### src/rtl/alu_pkg.sv
// Shared opcode definitions for the ALU pipeline: opcode constants,
// an enum view of the opcode field and the legality check.
// Optional build macro used by the users of this package: ALU_PIPE_FLAGS_EN.
package alu_pkg;

  localparam int OP_W = 6;

  localparam logic [OP_W-1:0] OP_ADD = 6'b100000;
  localparam logic [OP_W-1:0] OP_SUB = 6'b100010;
  localparam logic [OP_W-1:0] OP_AND = 6'b100100;
  localparam logic [OP_W-1:0] OP_OR  = 6'b100101;
  localparam logic [OP_W-1:0] OP_XOR = 6'b100110;
  localparam logic [OP_W-1:0] OP_NOR = 6'b100111;
  localparam logic [OP_W-1:0] OP_SRL = 6'b000010;
  localparam logic [OP_W-1:0] OP_SRA = 6'b000011;
  localparam logic [OP_W-1:0] OP_SLL = 6'b000000;

  typedef enum logic [OP_W-1:0] {
    ALU_ADD = OP_ADD,
    ALU_SUB = OP_SUB,
    ALU_AND = OP_AND,
    ALU_OR  = OP_OR,
    ALU_XOR = OP_XOR,
    ALU_NOR = OP_NOR,
    ALU_SRL = OP_SRL,
    ALU_SRA = OP_SRA,
    ALU_SLL = OP_SLL
  } alu_op_t;

  // True for the nine implemented opcodes; everything else raises err.
  function automatic logic is_legal_op(input logic [OP_W-1:0] op);
    case (op)
      OP_ADD, OP_SUB, OP_AND, OP_OR, OP_XOR,
      OP_NOR, OP_SRL, OP_SRA, OP_SLL: return 1'b1;
      default:                        return 1'b0;
    endcase
  endfunction

endpackage

### src/rtl/alu_core.sv
// Purely combinational ALU datapath sitting between the S1 and S2 registers.
// Carry and overflow ports and logic exist only when ALU_PIPE_FLAGS_EN is
// defined; without it the core produces result, zero and err only.
// The opcode field is expected to be 6 bits wide (N_OP = 6).
module alu_core #(
  parameter int N    = 8,
  parameter int N_OP = 6,
  localparam int SH_W = $clog2(N)
) (
  input  logic [N-1:0]    a,
  input  logic [N-1:0]    b,
  input  logic [N_OP-1:0] op,
  output logic [N-1:0]    result,
  output logic            zero,
`ifdef ALU_PIPE_FLAGS_EN
  output logic            carry,
  output logic            overflow,
`endif
  output logic            err
);
  import alu_pkg::*;

  alu_op_t         op_e;
  logic [SH_W-1:0] shamt;

  assign op_e  = alu_op_t'(op);
  // Shift amount is b modulo N: only the low SH_W bits matter.
  assign shamt = b[SH_W-1:0];

`ifdef ALU_PIPE_FLAGS_EN
  // One extra bit holds the carry out of the add and the borrow of the subtract.
  logic [N:0] sum;
  logic [N:0] diff;
  assign sum  = {1'b0, a} + {1'b0, b};
  assign diff = {1'b0, a} - {1'b0, b};
`endif

  // Opcode decode and datapath; an illegal opcode leaves the result at zero.
  always_comb begin
    result = '0;
`ifdef ALU_PIPE_FLAGS_EN
    carry    = 1'b0;
    overflow = 1'b0;
`endif
    case (op_e)
      ALU_ADD: begin
`ifdef ALU_PIPE_FLAGS_EN
        result   = sum[N-1:0];
        carry    = sum[N];
        overflow = (a[N-1] == b[N-1]) && (sum[N-1] != a[N-1]);
`else
        result   = a + b;
`endif
      end
      ALU_SUB: begin
`ifdef ALU_PIPE_FLAGS_EN
        result   = diff[N-1:0];
        carry    = diff[N];
        overflow = (a[N-1] != b[N-1]) && (diff[N-1] != a[N-1]);
`else
        result   = a - b;
`endif
      end
      ALU_AND: result = a & b;
      ALU_OR:  result = a | b;
      ALU_XOR: result = a ^ b;
      ALU_NOR: result = ~(a | b);
      ALU_SRL: result = a >> shamt;
      ALU_SRA: result = $signed(a) >>> shamt;
      ALU_SLL: result = a << shamt;
      default: result = '0;
    endcase
  end

  assign zero = (result == '0);
  assign err  = !is_legal_op(OP_W'(op));

endmodule

### src/rtl/alu_pipe.sv
// Two-stage pipelined ALU with valid/ready on both sides.
// S1 registers operands and opcode; S2 registers the alu_core outputs.
// Optional macro ALU_PIPE_FLAGS_EN: when defined, carry and overflow are
// computed and registered in S2; otherwise out_carry/out_overflow are tied 0.
//
// Handshake: a beat transfers on a rising edge where valid && ready.
// in_ready = !s1_valid || s2_adv is combinational from out_ready. While
// out_valid && !out_ready, result, flags and out_valid hold stable.
module alu_pipe #(
  parameter int N    = 8,
  parameter int N_OP = 6,
  localparam int SH_W = $clog2(N)
) (
  input  logic            clk,
  input  logic            rst_n,
  input  logic            in_valid,
  output logic            in_ready,
  input  logic [N-1:0]    date_a,
  input  logic [N-1:0]    date_b,
  input  logic [N_OP-1:0] op,
  output logic            out_valid,
  input  logic            out_ready,
  output logic [N-1:0]    result,
  output logic            out_zero,
  output logic            out_carry,
  output logic            out_overflow,
  output logic            out_err
);
  import alu_pkg::*;

  // S1 registers
  logic            s1_valid;
  logic [N-1:0]    s1_a;
  logic [N-1:0]    s1_b;
  logic [N_OP-1:0] s1_op;

  // S2 registers
  logic            s2_valid;
  logic [N-1:0]    s2_result;
  logic            s2_zero;
  logic            s2_err;

  // Combinational core outputs
  logic [N-1:0]    core_result;
  logic            core_zero;
  logic            core_err;

  logic            s2_adv;
  logic            s1_adv;

  // S2 moves when empty or when downstream takes its beat; S1 follows S2.
  assign s2_adv   = !s2_valid || out_ready;
  assign s1_adv   = s2_adv;
  assign in_ready = !s1_valid || s1_adv;

  // S1: capture operands whenever the stage can accept (bubble if !in_valid).
  always_ff @(posedge clk or negedge rst_n) begin
    if (!rst_n) begin
      s1_valid <= 1'b0;
      s1_a     <= '0;
      s1_b     <= '0;
      s1_op    <= '0;
    end else if (in_ready) begin
      s1_valid <= in_valid;
      s1_a     <= date_a;
      s1_b     <= date_b;
      s1_op    <= op;
    end
  end

`ifdef ALU_PIPE_FLAGS_EN
  logic core_carry;
  logic core_overflow;
  logic s2_carry;
  logic s2_overflow;
`endif

  alu_core #(
    .N    (N),
    .N_OP (N_OP)
  ) u_core (
    .a        (s1_a),
    .b        (s1_b),
    .op       (s1_op),
    .result   (core_result),
    .zero     (core_zero),
`ifdef ALU_PIPE_FLAGS_EN
    .carry    (core_carry),
    .overflow (core_overflow),
`endif
    .err      (core_err)
  );

  // S2: register core outputs when advancing; hold everything while stalled.
  always_ff @(posedge clk or negedge rst_n) begin
    if (!rst_n) begin
      s2_valid  <= 1'b0;
      s2_result <= '0;
      s2_zero   <= 1'b0;
      s2_err    <= 1'b0;
    end else if (s2_adv) begin
      s2_valid  <= s1_valid;
      s2_result <= core_result;
      s2_zero   <= core_zero;
      s2_err    <= core_err;
    end
  end

`ifdef ALU_PIPE_FLAGS_EN
  // S2 carry/overflow flags, advancing in lockstep with the rest of S2.
  always_ff @(posedge clk or negedge rst_n) begin
    if (!rst_n) begin
      s2_carry    <= 1'b0;
      s2_overflow <= 1'b0;
    end else if (s2_adv) begin
      s2_carry    <= core_carry;
      s2_overflow <= core_overflow;
    end
  end

  assign out_carry    = s2_carry;
  assign out_overflow = s2_overflow;
`else
  assign out_carry    = 1'b0;
  assign out_overflow = 1'b0;
`endif

  assign out_valid = s2_valid;
  assign result    = s2_result;
  assign out_zero  = s2_zero;
  assign out_err   = s2_err;

endmodule

### config.mk
export PLATFORM = sky130hd
export DESIGN_NAME = alu_pipe
export DESIGN_NICKNAME = d
export VERILOG_FILES = /design/src/rtl/alu_pkg.sv /design/src/rtl/alu_core.sv /design/src/rtl/alu_pipe.sv
export SDC_FILE = /design/constraint.sdc
export NUM_CORES = 1
export LEC_CHECK = 0
export ABC_AREA = 1
export CELL_PAD_IN_SITES_DETAIL_PLACEMENT = 1
export CELL_PAD_IN_SITES_GLOBAL_PLACEMENT = 2
export CORE_MARGIN = 1
export CORE_UTILIZATION = 28
export DETAILED_ROUTE_END_ITERATION = 8
export GPL_TIMING_DRIVEN = 1
export HOLD_SLACK_MARGIN = 0.1
export PLACE_DENSITY = 0.77
export REMOVE_ABC_BUFFERS = 1
export SLEW_MARGIN = 25
export SYNTH_ARGS = -nofsm -noshare
export SYNTH_HDL_FRONTEND = slang
export SYNTH_SLANG_ARGS = --single-unit
export TNS_END_PERCENT = 50
### constraint.sdc
create_clock -name clk -period 2.5 [get_ports clk]
set_input_delay 0.75 -clock clk [delete_from_list [all_inputs] [get_ports clk]]
set_output_delay 0.75 -clock clk [all_outputs]
set_load 0.03 [all_outputs]
# [Word level (Yosys, flattened, before mapping)]
# Cells that the tools add are included.
[word_totals] wordCells=35 out_inout_bits=14 ff_bits=34
[classes] shifts=3 bitwise_logic=4 add_sub_neg=2 muxes=2 eq_ne=8 reduce_logical=8
[op_table] cell="$pmux 8 s9" n=1
[op_table] cell="$eq 6x6->1 const B" n=6
[op_table] cell="$eq 6x2->1 const B" n=2
[op_table] cell="$reduce_or 9->1" n=1
[op_table] cell="$add 8x8->8" n=1
[op_table] cell="$and 8x8->8" n=1
[op_table] cell="$logic_not 8->1" n=1
[op_table] cell="$not 8->8" n=1
[op_table] cell="$or 8x8->8" n=1
[op_table] cell="$shl 8x3->8" n=1
[op_table] cell="$shr 8x3->8" n=1
[op_table] cell="$sshr 8x3->8" n=1
[op_table] cell="$sub 8x8->8" n=1
[op_table] cell="$xor 8x8->8" n=1
[op_table] cell="$logic_not 6->1" n=1
[op_table] cell="$logic_not 1->1" n=3
[op_table] cell="$logic_or 1x1->1" n=2
[op_table] cell="$mux 1" n=1

# [Longest topological paths before layout]
# Gate-level depths: netlist of the first run.
[logic_depth] word_depth=4 depth_mapped=22

# [Hierarchy]
# From an unflattened synthesis of the first run, not the netlist that was laid out.
[unflattened] hier_cells=504 hier_area_um2=3194.3
[modules_own_cells] mod="alu_core" cells_per_inst=352 seq_area_each_um2=0.0 area_per_inst_um2=1791.7 instances=1
[modules_own_cells] mod="alu_pipe" cells_per_inst=152 seq_area_each_um2=850.8 area_per_inst_um2=1402.6 instances=1

# [Worst setup path after synthesis of the first run]
# No wires, ideal clock.
[synth_timing] path_type="register to register" start="reg s1_b[0]" end="reg s2_zero, in the netlist out_zero" period_less_slack_ns=2.483 stages_incl_launch_ff=21 required_ns=2.383 t_arrival_ns=2.366 setup_slack_ns=0.017 setup_time_ns=0.117 n_path_buf=2 cell_sequence="dfrtp_1 buf_6 inv_4 buf_12 ha_1 inv_1 nor3_1 inv_1 nand2_1 xor2_1 ha_1 a21oi_1 or2_2 nand3_1 inv_1 nand2_1 nand3_1 nand2_1 inv_1 nand3_1 nand2_1"
[synth_via] elab_chain_len=4 elab_cells_between_ends=11
[synth_lines] item="start, declared" line="alu_pipe.sv:34" source="logic [N-1:0] s1_b;"
[synth_lines] item="start signal, assigned" line="alu_pipe.sv:66" source="s1_b <= date_b;"
[synth_lines] item="branches (longest 2 deep; another with $sub 8x8->8)"
[synth_lines] item="$pmux 8 s9 (*)" line="alu_core.sv:45" source="case (op_e)"
[synth_lines] item="$logic_not 8->1 (*)" line="alu_core.sv:75" source="assign zero = (result == '0);"
[synth_lines] item="end signal, assigned" line="alu_pipe.sv:104" source="s2_zero <= core_zero;"
[synth_lines] item="end, declared" line="alu_pipe.sv:40" source="logic s2_zero;"
# Mark *: on every way between the ends.
# A chain may end at the register's enable or synchronous reset.

# [Worst setup path in the final report of the first run]
# Same ends and word-level chain as after synthesis.

==> key figures, run 1 <==
Logic synthesis
  • Cells after synthesis: 482
  • EDFF count, synth: 0
  • Synth cell types: 35
  • Yosys warns: 0
  • Number of synthesized register bits: 34
  • Synth Cell Area: around 3100 um2
  • Post-synth ARST share: 100%
  • Post-Syn Area per Cell: 6.47 um2
  • Main synth FF type: dfrtp_1
  • Sequential share of the synthesized area: about 27%

Min path
  • WHS Path Cells: 1
  • Hold Crit Class: reg -> reg

CTS
  • CTS tree: built
  • Clock-pin slew on the worst setup and hold paths: ~0.08 ns
  • Worst-case clock buffer depth: 2
  • Root Buffer: clkbuf_8
  • CTS buffer count: 5
  • Sink Count: 34
  • Max H-tree Level: 2
  • Hold_buf cts: 0
  • Worst skew pair latency: slightly below 0.3 ns

Global route
  • Largest net degree at the start of global routing: 46
  • Total GRT Usage: roughly 20%
  • Wire length of the first global-routing pass: between 15000 and 20000 um
  • Initial antenna violation count: 0
  • Vias in the first global route: about 3400
  • Grt ovf: 0

Floorplanning
  • Die footprint: 11600 um2
  • Die width: roughly 110 um
  • Die Ht: between 100 and 150 um
  • I/O pins: 40
  • Initial core utilization: between 20 and 30%
  • Row cnt: 38
  • Core Area: around 11000 um2

STA
  • Count of final hold-check violations: 0
  • Tmin final: ~2.6 ns
  • Final worst slack: -0.0683 ns
  • Fin. max-slew vios: 0
  • Slew @ Worst Pin: between 0.8 and 0.9 ns
  • Final setup viols: 3
  • Clk_skew: approximately 0.0061 ns
  • Post-route clock period utilization: 103%
  • FMAX: between 0.3 and 0.4 GHz
  • RSZ-0062 raised after global routing: true
  • Relative slew margins: between 40% and 50%

Drt
  • Drt pass-1 iters: 6
  • Vias/cell: between 4 and 5
  • DR vias: ~3400
  • Post-Route WL: 11600 um
  • DRC: 0
  • DRT iter0 DRCs: approximately 180
  • WL/cell: approximately 17 um
  • ANT nets after route: 0

Placement
  • Area after DPL: ~3800 um2
  • Placed insts: 677
  • Post-DP HPWL: 8790 um
  • Routability cong.: 0.833
  • Port buffer count: 37
  • DP Worst Slack: -0.265 ns

Cells and area
  • Final net count: around 600
  • Area growth, synth to finish: 36.5%
  • N_diodes: 0
  • Finished Core Util: between 30% and 40%
  • Final std cells w/o fill: ~700
  • # fillers: approximately 1400
  • Fin area: between 4000 and 5000 um2
  • Share of cells above drive strength 1: between 20% and 30%

Pwr
  • Pleak: between 2 and 2.5 nW
  • Power density over the cells: roughly 600 nW/um2
  • Maximum vdd drop: 0.345 mV

Worst setup path
  • Worst setup SP type: register
  • Crit path max-delay family: simple AND/OR/NAND/NOR gates
  • Buf+Inv Stages, Crit Path: 6
  • Critical path depth: 19
  • CP arrival: 2.76 ns
  • CP max stage delay: roughly 0.41 ns
  • CP required: around 2.7 ns
  • Worst Setup End Kind: register
  • CP max FO: 5
  • R2r worst-path depth: 19
  • Kind of critical path: reg -> reg
  • Cell Chain, Critical Path: inv_4 -> ha_1 -> inv_1 -> nor3_2 -> inv_1 -> nand2_2 -> xor2_1 -> ha_1 -> a21oi_2 -> buf_4 -> or2_4 -> nand3_2 -> inv_1 -> nand2_1 -> nand3_1 -> nand2_1 -> inv_2 -> nand3_1 -> nand2_1
  • Worst path slowest cell: dfrtp_1

Status
  • Status: finished with violations
  • Failing checks: setup timing

Flow run
  • Max-cap viol count: 0
-- sequential cells by signal, indices dropped and copies added (netlist names) --
register and flops:
out_valid 1, s1_a 8, result 8, s1_b 8, s1_valid 1, s1_op 6, out_err 1, out_zero 1
-- cell usage in the layout, fill, tap and decap left out, types with 2 or more instances in the layout --
cell             count
nor2_1              25
nand3_1             45
o21ai_2              2
nand2_2             21
inv_1               52
xnor2_1              2
o21ai_1              4
dfrtp_1             33
a21oi_1              7
nand2_4              6
nor2_2              11
o21ai_4              2
o211ai_1             2
a21oi_2              3
clkdlybuf4s50_1     35
buf_6                4
nand2_1            153
inv_2                8
ha_1                23
xor2_1               5
nand4_1              4
bufinv_16            2
clkbuf_8             5
nor2_4               5
conb_1               2
buf_4               43
nand3_2              9
o21ai_0             28
-- where the power goes --
group          total [mW]  internal, mW  switching [mW]
clock               0.638         0.400           0.238
combinational        1.15         0.472           0.676
sequential          0.700         0.618          0.0818
-- stage by stage --
stage          hold WS, ns  total power, mW  setup TNS [ns]
2_1_floorplan        0.440             1.27           -2.33
3_3_place_gp         0.450             1.66          -0.306
3_5_place_dp         0.454             1.68          -0.556
4_1_cts              0.474             2.39               0
5_1_grt              0.506             2.66          -0.873
6_report             0.470             2.49         -0.0982
-- final cells by class --
type / instances / area, um2 / share of cell area, %
inverters: 61 / 231 / 5.43
multi-input cells: 372 / 2140 / 50.2
flip-flops and latches: 34 / 852 / 20.0
clock buffers: 5 / 68.8 / 1.62
well taps: 140 / 175 / 4.11
repair buffers: 83 / 723 / 17.0
clock inverters: 3 / 68.8 / 1.62
-- layer usage --
metal	vias to the layer above	routed length (um)	track usage (%)
li1	1671	-	-
met1	1654	5390	26.9
met2	55	5790	35.4
met3	10	289	2.78
met4	0	152	4.89
met5	-	0	0
-- cell usage after synthesis, types with 5 or more instances --
library cell	count	share of area [%]
clkbuf_1	6	0.72
nand2_1	169	20
nand3_1	54	8.7
ha_1	25	10
o21ai_0	32	5.1
a21oi_1	9	1.4
nor2_2	6	1.2
nor2_1	32	3.8
nand2_2	7	1.4
buf_2	6	0.96
inv_1	57	6.9
xor2_1	5	1.4
dfrtp_1	34	27
-- logic make-up (layout without fill, tap and decap cells) --
group	Yosys count	after routing	share of synthesized area (%)
compound gates	51	51	8.74
xor+xnor	7	7	1.96
fa+ha+maj	26	26	10.7
buf+inv	77	152	10.6
flops	34	34	27.3
other cells	1	2	0.120
simple gates	286	286	40.7
-- worst paths after layout --
kind	start	end	slack, ns
worst max-delay path	s1_b[0]	out_zero	-0.07
worst min-delay path	s1_valid	out_valid	0.47
worst max register to register	s1_b[0]	out_zero	-0.07
worst min register to register	s1_valid	out_valid	0.47
max in group asynchronous	rst_n	s1_b[2]	1.37
min in group asynchronous	rst_n	s1_valid	0.55
-- what timing repair did --
action / 4_1_cts / 5_1_grt
pin swaps: 10 / 26
endpoints found under the hold margin: 0 / 0
gates resized for setup: 23 / 42
buffers inserted: 4 / 9
endpoints found under the setup margin: 6 / 6
(Power assumes the default switching activity.)
==> run 2, diff against run 1 <==
--- a/config.mk
+++ b/config.mk
@@ -8,6 +8,7 @@
 export ABC_AREA = 1
 export CELL_PAD_IN_SITES_DETAIL_PLACEMENT = 1
 export CELL_PAD_IN_SITES_GLOBAL_PLACEMENT = 2
+export CORE_ASPECT_RATIO = 1.5
 export CORE_MARGIN = 1
 export CORE_UTILIZATION = 28
 export DETAILED_ROUTE_END_ITERATION = 8
==> run 2 against run 1 <==
  * The flow still finishes with violations (setup timing)
  * Worst hold slack improved by 0.0037 ns
  * Power rose by 4.8%
  * Die area barely moved
  * Largest power group unchanged
  * Critical path depth did not move
==> key figures, run 2 (synthesis gave the netlist of run 1 again) <==
Status
  • Status: finished with violations (unchanged)
  • Failing checks: setup timing (unchanged)

CTS
  • Worst skew pair latency: 0.29 ns (about the same)
  • Clock-pin slew on the worst setup and hold paths: 0.06 ns (was 0.08 ns)
  • Max H-tree Level: 2 (unchanged)
  • CTS buffer count: 5 (unchanged)
  • Hold_buf cts: 0 (unchanged)
  • CTS tree: built (unchanged)
  • Root Buffer: clkbuf_16 (was clkbuf_8)
  • Sink Count: 34 (unchanged)
  • Worst-case clock buffer depth: 2 (unchanged)

Drt
  • DRT iter0 DRCs: 154 (was 175)
  • WL/cell: 16.5 um (was 16.6 um)
  • DRC: 0 (unchanged)
  • ANT nets after route: 0 (unchanged)
  • Drt pass-1 iters: 4 (was 6)
  • Vias/cell: 4.77 (was 4.86)
  • DR vias: 3373 (was 3390)
  • Post-Route WL: 11600 um (about the same)

STA
  • Final setup viols: 2 (was 3)
  • Tmin final: 2.53 ns (was 2.57 ns)
  • Count of final hold-check violations: 0 (unchanged)
  • Slew @ Worst Pin: 0.832 ns (was 0.834 ns)
  • Fin Setup TNS: -0.0404 ns (was -0.0982 ns)
  • Min Hold Slack: 0.474 ns (was 0.470 ns)
  • Clk_skew: 0.00520 ns (was 0.00614 ns)
  • Fin. max-slew vios: 0 (unchanged)
  • Post-route clock period utilization: 101% (was 103%)
  • FMAX: 0.396 GHz (was 0.389 GHz)
  • RSZ-0062 raised after global routing: true (unchanged)
  • Final worst slack: -0.0253 ns (was -0.0683 ns)
  • Relative slew margins: 44.5% (was 44.4%)

Cells and area
  • # fillers: 1386 (was 1376)
  • Fin area: 4440 um2 (was 4260 um2)
  • Area growth, synth to finish: 42.3% (was 36.5%)
  • N_diodes: 0 (unchanged)
  • Share of cells above drive strength 1: 26.1% (was 24.0%)
  • Most frequent cells in the layout: 153 x nand2_1, 50 x inv_1, 45 x nand3_1 (was 153 x nand2_1, 52 x inv_1, 45 x nand3_1)
  • Commonest non-fill, non-tap cell in the layout: nand2_1 (unchanged)
  • Final std cells w/o fill: 707 (was 698)
  • Final net count: 614 (was 609)

Global route
  • Wire length of the first global-routing pass: 18900 um (was 17900 um)
  • Initial antenna violation count: 0 (unchanged)
  • Grt ovf: 0 (unchanged)
  • Vias in the first global route: 3701 (was 3384)
  • Total GRT Usage: 21.6% (was 20.5%)
  • Largest net degree at the start of global routing: 46 (unchanged)

Placement
  • Area after DPL: 3890 um2 (was 3810 um2)
  • Port buffer count: 37 (unchanged)
  • Routability cong.: 0.889 (was 0.833)
  • Placed insts: 691 (was 677)
  • Post-DP HPWL: 9100 um (was 8790 um)

Pwr
  • Power density over the cells: 587 nW/um2 (was 584 nW/um2)
  • Sw Ratio: 40.4% (was 40.1%)
  • Pint: 1.55 mW (was 1.49 mW)
  • Maximum vdd drop: 0.352 mV (was 0.345 mV)
  • Pleak: 2.27 nW (was 2.22 nW)
  • Switch Pwr: 1.05 mW (was 0.996 mW)
  • Sequential Power Share: 26.8% (was 28.1%)
  • Combinational power share: 47.7% (was 46.2%)
  • Clock share of power: 25.5% (was 25.6%)

Worst setup path
  • Kind of critical path: reg -> reg (unchanged)
  • Worst path slowest cell: dfrtp_1 (unchanged)
  • R2R Setup Slk: -0.03 ns (was -0.07 ns)
  • CP required: 2.69 ns (about the same)
  • Worst setup SP type: register (unchanged)
  • CP max FO: 5 (unchanged)
  • Cell Chain, Critical Path: nor2_4 -> nand2_2 -> nor2_4 -> nand2_4 -> buf_8 -> nand2_4 -> xor2_1 -> inv_1 -> ha_4 -> nand2_2 -> or2_4 -> nand3_2 -> inv_1 -> nand2_1 -> nand3_1 -> nand2_1 -> inv_2 -> nand3_2 -> nand2_1 (was inv_4 -> ha_1 -> inv_1 -> nor3_2 -> inv_1 -> nand2_2 -> xor2_1 -> ha_1 -> a21oi_2 -> buf_4 -> or2_4 -> nand3_2 -> inv_1 -> nand2_1 -> nand3_1 -> nand2_1 -> inv_2 -> nand3_1 -> nand2_1)
  • R2r worst-path depth: 19 (unchanged)
  • Reg-to-reg endpoint: out_zero (unchanged)
  • Buf+Inv Stages, Crit Path: 4 (was 6)
  • CP arrival: 2.71 ns (was 2.76 ns)
  • Most used cell, CP: nand2_1
  • Worst Setup End Kind: register (unchanged)
  • Crit path max-delay family: simple AND/OR/NAND/NOR gates (unchanged)
  • CP max stage delay: 0.41 ns (about the same)
  • Reg2reg start: s1_op[3] (was s1_b[0])

Flow run
  • Max-cap viol count: 0 (unchanged)

Floorplanning
  • Die width: 88.2 um (was 108 um)
  • I/O pins: 40 (unchanged)
  • Row cnt: 46 (was 38)
  • Die footprint: 11600 um2 (about the same)
  • Core Area: 10700 um2 (was 10800 um2)
  • Initial core utilization: 29.1% (was 28.8%)
  • Die Ht: 131 um (was 108 um)

Min path
  • Hold Path End: out_valid (unchanged)
  • WHS Path Cells: 1 (unchanged)
  • Hold Crit Class: reg -> reg (unchanged)
  • HP Start: s1_valid (unchanged)
==> run 2: layer usage <==
metal  vias up  global-route usage (%)  share of wire (%)
met5         -                       0                  0
met4         0                    9.32                3.7
met3        23                    1.88                1.7
met2        47                    39.4                 55
met1      1635                    24.6                 39
li1       1668                       -                  -
==> run 2: what timing repair did <==
item / CTS / global route
buffers inserted: 5 / 5
setup endpoints to repair: 6 / 6
pin swaps: 24 / 40
resized for setup: 36 / 54
==> run 2: worst max path at each step <==
stage / from / to / cells past startpoint
2_1_floorplan: out_ready / in_ready / 2
3_3_place_gp: s1_b[0] / out_zero / 20
3_5_place_dp: s1_b[0] / out_zero / 20
4_1_cts: s1_b[1] / out_zero / 21
5_1_grt: s1_op[3] / out_zero / 19
6_report: s1_op[3] / out_zero / 19
==> run 2: power by group through the flow <==
stage | sequential, mW | clock (mW) | combinational (mW)
after global placement | 0.699 | 0 | 1.01
after floorplan | 0.760 | 0 | 0.511
final | 0.698 | 0.664 | 1.24
after CTS | 0.696 | 0.674 | 1.12
after detailed placement | 0.701 | 0 | 1.04
after global routing | 0.705 | 0.703 | 1.38
==> run 2: cell type report <==
type / count / area, um2 / share of cell area (%)
Multi-Input combinational cell: 372 / 2240 / 50.5
Sequential cell: 34 / 851 / 19.2
Timing Repair Buffer: 88 / 779 / 17.6
Inverter: 61 / 234 / 5.27
Tap cell: 144 / 180 / 4.06
Clock buffer: 6 / 139 / 3.13
Clock inverter: 2 / 12.5 / 0.282
==> run 2: metrics by stage <==
stage	setup slack [ns]	power (mW)	util, %
2_1_floorplan	-0.351	1.27	-
5_1_grt	-0.145	2.79	41.5
3_3_place_gp	-0.330	1.71	36.3
3_5_place_dp	-0.346	1.74	36.3
4_1_cts	-0.111	2.49	39.2
6_report	-0.0253	2.61	41.5
==> run 3, diff against run 2 <==
--- a/config.mk
+++ b/config.mk
@@ -10,14 +10,15 @@
 export CELL_PAD_IN_SITES_GLOBAL_PLACEMENT = 2
 export CORE_ASPECT_RATIO = 1.5
 export CORE_MARGIN = 1
-export CORE_UTILIZATION = 28
+export CORE_UTILIZATION = 27
 export DETAILED_ROUTE_END_ITERATION = 8
 export GPL_TIMING_DRIVEN = 1
 export HOLD_SLACK_MARGIN = 0.1
-export PLACE_DENSITY = 0.77
+export PLACE_DENSITY = 0.83
 export REMOVE_ABC_BUFFERS = 1
 export SLEW_MARGIN = 25
 export SYNTH_ARGS = -nofsm -noshare
 export SYNTH_HDL_FRONTEND = slang
+export SYNTH_HIERARCHICAL = 1
 export SYNTH_SLANG_ARGS = --single-unit
 export TNS_END_PERCENT = 50
==> run 3 against run 2 <==
  * The run still ends with setup timing left
  * First-iteration DRC count fell by 21%
  * Combinational power fell by 15%
  * Fmax fell by 8.2%
  * Final cell count rose by 2.7%
  * Via count rose by 4.8%
  * Sequential power fell by 0.7%
  * Clock power rose by 8.9%
  * Routed wire length rose by 0.87%
  * Register-to-register slack got worse by 0.22 ns
  * Critical endpoint unchanged
  * Die area rose by 6.0%
  * Flip-flop and latch count did not move
  * Global-route usage fell by 1.4 points
==> key figures, run 3 <==
Status
  • Status: finished with violations (unchanged)
  • Failing checks: setup timing (unchanged)

Min path
  • WHS Path Cells: 2 (was 1)
  • Hold Path End: result[3] (was out_valid)
  • HP Start: result[3] (was s1_valid)
  • Hold Crit Class: reg -> reg (unchanged)

STA
  • FMAX: 0.364 GHz (was 0.396 GHz)
  • RSZ-0062 raised after global routing: true (unchanged)
  • Final setup viols: 3 (was 2)
  • Post-route clock period utilization: 110% (was 101%)
  • Fin. max-slew vios: 0 (unchanged)
  • Tmin final: 2.75 ns (was 2.53 ns)
  • Clk_skew: 0.00754 ns (was 0.00520 ns)
  • Final worst slack: -0.249 ns (was -0.0253 ns)
  • Count of final hold-check violations: 0 (unchanged)
  • Min Hold Slack: 0.516 ns (was 0.474 ns)

Cells and area
  • Finished Core Util: 36.8% (was 41.5%)
  • Commonest non-fill, non-tap cell in the layout: nand2_1 (unchanged)
  • N_diodes: 0 (unchanged)
  • Most frequent cells in the layout: 189 x nand2_1, 51 x inv_1, 47 x buf_4 (was 153 x nand2_1, 50 x inv_1, 45 x nand3_1)
  • Final std cells w/o fill: 726 (was 707)
  • Final net count: 628 (was 614)
  • Share of cells above drive strength 1: 16.0% (was 26.1%)
  • # fillers: 1545 (was 1386)
  • Area growth, synth to finish: 32.7% (was 42.3%)

Logic synthesis
  • Area leader, netlist: dfrtp_1 (unchanged)
  • Top post-synthesis cells by area: dfrtp_1 27%, nand2_1 23%, ha_1 9.8%, nand3_1 7.5%, inv_1 6.3% (was dfrtp_1 27%, nand2_1 20%, ha_1 10%, nand3_1 8.7%, inv_1 6.9%)
  • Synth cell types: 32 (was 35)
  • Synth Cell Area: 3190 um2 (was 3120 um2)
  • Number of synthesized register bits: 34 (unchanged)
  • Post-synth top area share: 26.6% (was 27.3%)
  • Top-count cell post-synth: nand2_1 (unchanged)
  • Yosys warns: 6 (was 0)
  • Post-Syn Area per Cell: 6.34 um2 (was 6.47 um2)
  • Post-synth ARST share: 100% (unchanged)
  • EDFF count, synth: 0 (unchanged)
  • Synth cell count leaders: 193 x nand2_1, 54 x inv_1, 48 x nand3_1 (was 169 x nand2_1, 57 x inv_1, 54 x nand3_1)
  • Sequential share of the synthesized area: 26.6% (was 27.3%)
  • Cells after synthesis: 504 (was 482)
  • Main synth FF type: dfrtp_1 (unchanged)

CTS
  • Hold_buf cts: 0 (unchanged)
  • Worst-case clock buffer depth: 2 (unchanged)
  • CTS buffer count: 5 (unchanged)
  • Worst skew pair latency: 0.28 ns (was 0.29 ns)
  • Sink Count: 34 (unchanged)
  • Root Buffer: clkbuf_16 (unchanged)
  • CTS tree: built (unchanged)
  • Max H-tree Level: 2 (unchanged)
  • Clock-pin slew on the worst setup and hold paths: 0.06 ns (about the same)

Pwr
  • Maximum vdd drop: 0.477 mV (was 0.352 mV)
  • Power density over the cells: 582 nW/um2 (was 587 nW/um2)
  • Pleak: 2.28 nW (was 2.27 nW)

Drt
  • Drt pass-1 iters: 6 (was 4)
  • DRC: 0 (unchanged)
  • DRT iter0 DRCs: 122 (was 154)
  • DR vias: 3535 (was 3373)
  • Vias/cell: 4.87 (was 4.77)
  • WL/cell: 16.2 um (was 16.5 um)
  • ANT nets after route: 0 (unchanged)
  • Post-Route WL: 11700 um (was 11600 um)

Placement
  • Port buffer count: 37 (unchanged)
  • Placed insts: 719 (was 691)
  • Routability cong.: 0.853 (was 0.889)
  • Post-DP HPWL: 9610 um (was 9100 um)

Worst setup path
  • Kind of critical path: reg -> reg (unchanged)
  • CP required: 2.72 ns (was 2.69 ns)
  • R2r worst-path depth: 21 (was 19)
  • CP arrival: 2.97 ns (was 2.71 ns)
  • R2R Setup Slk: -0.25 ns (was -0.03 ns)
  • CP max FO: 3 (was 5)
  • Worst Setup End Kind: register (unchanged)
  • Reg2reg start: s1_b[0] (was s1_op[3])
  • Reg-to-reg endpoint: out_zero (unchanged)
  • Worst setup SP type: register (unchanged)

Floorplanning
  • Die width: 90.8 um (was 88.2 um)
  • Die footprint: 12300 um2 (was 11600 um2)
  • Die Ht: 135 um (was 131 um)
  • Row cnt: 48 (was 46)
  • I/O pins: 40 (unchanged)
  • Initial core utilization: 27.7% (was 29.1%)
  • Core Area: 11500 um2 (was 10700 um2)

Global route
  • Largest net degree at the start of global routing: 35 (was 46)
  • Grt ovf: 0 (unchanged)
  • Total GRT Usage: 20.1% (was 21.6%)
  • Wire length of the first global-routing pass: 19200 um (was 18900 um)
  • Vias in the first global route: 3766 (was 3701)
  • Initial antenna violation count: 0 (unchanged)

Flow run
  • Max-cap viol count: 0 (unchanged)
-- run 3: per-layer routing --
layer	GRT usage, %	vias to the layer above	routed length, um
li1	-	1750	-
met1	22.1	1714	4640
met2	39.1	52	6480
met3	2.02	19	220
met4	7.94	0	389
met5	0	-	0
-- run 3: worst max path at each step --
stage	endpoint	slack, ns	startpoint
after floorplan	out_zero	-0.20	s1_b[1]
after global placement	out_zero	-0.05	s1_op[4]
after detailed placement	out_zero	-0.20	s1_b[0]
after CTS	out_zero	-0.17	s1_b[0]
after global routing	out_zero	-0.38	s1_b[0]
final	out_zero	-0.25	s1_b[0]
-- run 3: power by group --
part / internal (mW) / switching [mW] / leakage, nW
clock network: 0.492 / 0.232 / 0.0829
registers: 0.617 / 0.0751 / 0.416
logic: 0.424 / 0.628 / 1.78
-- run 3: cells by family (layout without fill, tap and decap cells) --
kind of cell               after synthesis  in the layout  share of synthesized area (%)
and+or+nand+nor                        329            329                           45.2
xor gates and xnor gates                 7              7                           1.92
AOI/OAI and AO/OA                       30             30                           5.25
adders and majority gates               26             26                           10.4
other                                    1              2                          0.117
DFF                                     34             34                           26.6
buffers and inverters                   77            148                           10.4
-- run 3: area by class of cell --
| class | instances | area, um2 | area share, % |
|---|---|---|---|
| inverters | 59 | 221 | 5.22 |
| repair buffers | 82 | 703 | 16.6 |
| multi-input cells | 394 | 2110 | 49.7 |
| well taps | 150 | 188 | 4.43 |
| clock buffers | 6 | 139 | 3.28 |
| flip-flops and latches | 34 | 851 | 20.1 |
| clock inverters | 1 | 30.0 | 0.708 |
-- run 3: what timing repair did --
| item | CTS | global route |
|---|---|---|
| resized for setup | 5 | 19 |
| buffers inserted | 0 | 1 |
| pin swaps | 4 | 13 |
| setup endpoints to repair | 5 | 6 |
-- run 3: stage by stage --
step / setup slack, ns / power [mW] / instance area (um2) / setup TNS [ns]
after floorplan: -0.203 / 1.25 / 3090 / -0.242
after global placement: -0.0515 / 1.67 / 3980 / -0.0650
after detailed placement: -0.199 / 1.71 / 3980 / -0.400
after CTS: -0.168 / 2.45 / 4170 / -0.290
after global routing: -0.381 / 2.64 / 4240 / -0.919
final: -0.249 / 2.47 / 4240 / -0.447
-- run 3: critical path, stage by stage (launching register included) --
cell     delay (ns)
dfrtp_1        0.40
inv_2          0.09
ha_4           0.14
inv_2          0.04
nor3_2         0.10
inv_1          0.08
o31ai_2        0.28
xor2_1         0.22
ha_1           0.30
nand2_1        0.10
nand2_1        0.08
a21oi_2        0.12
nand2_2        0.10
inv_2          0.05
nand2_1        0.04
nand3_1        0.06
nand2_1        0.07
nor2_1         0.13
nand2_1        0.07
nor2_1         0.10
nand2_1        0.06
nand2_1        0.08
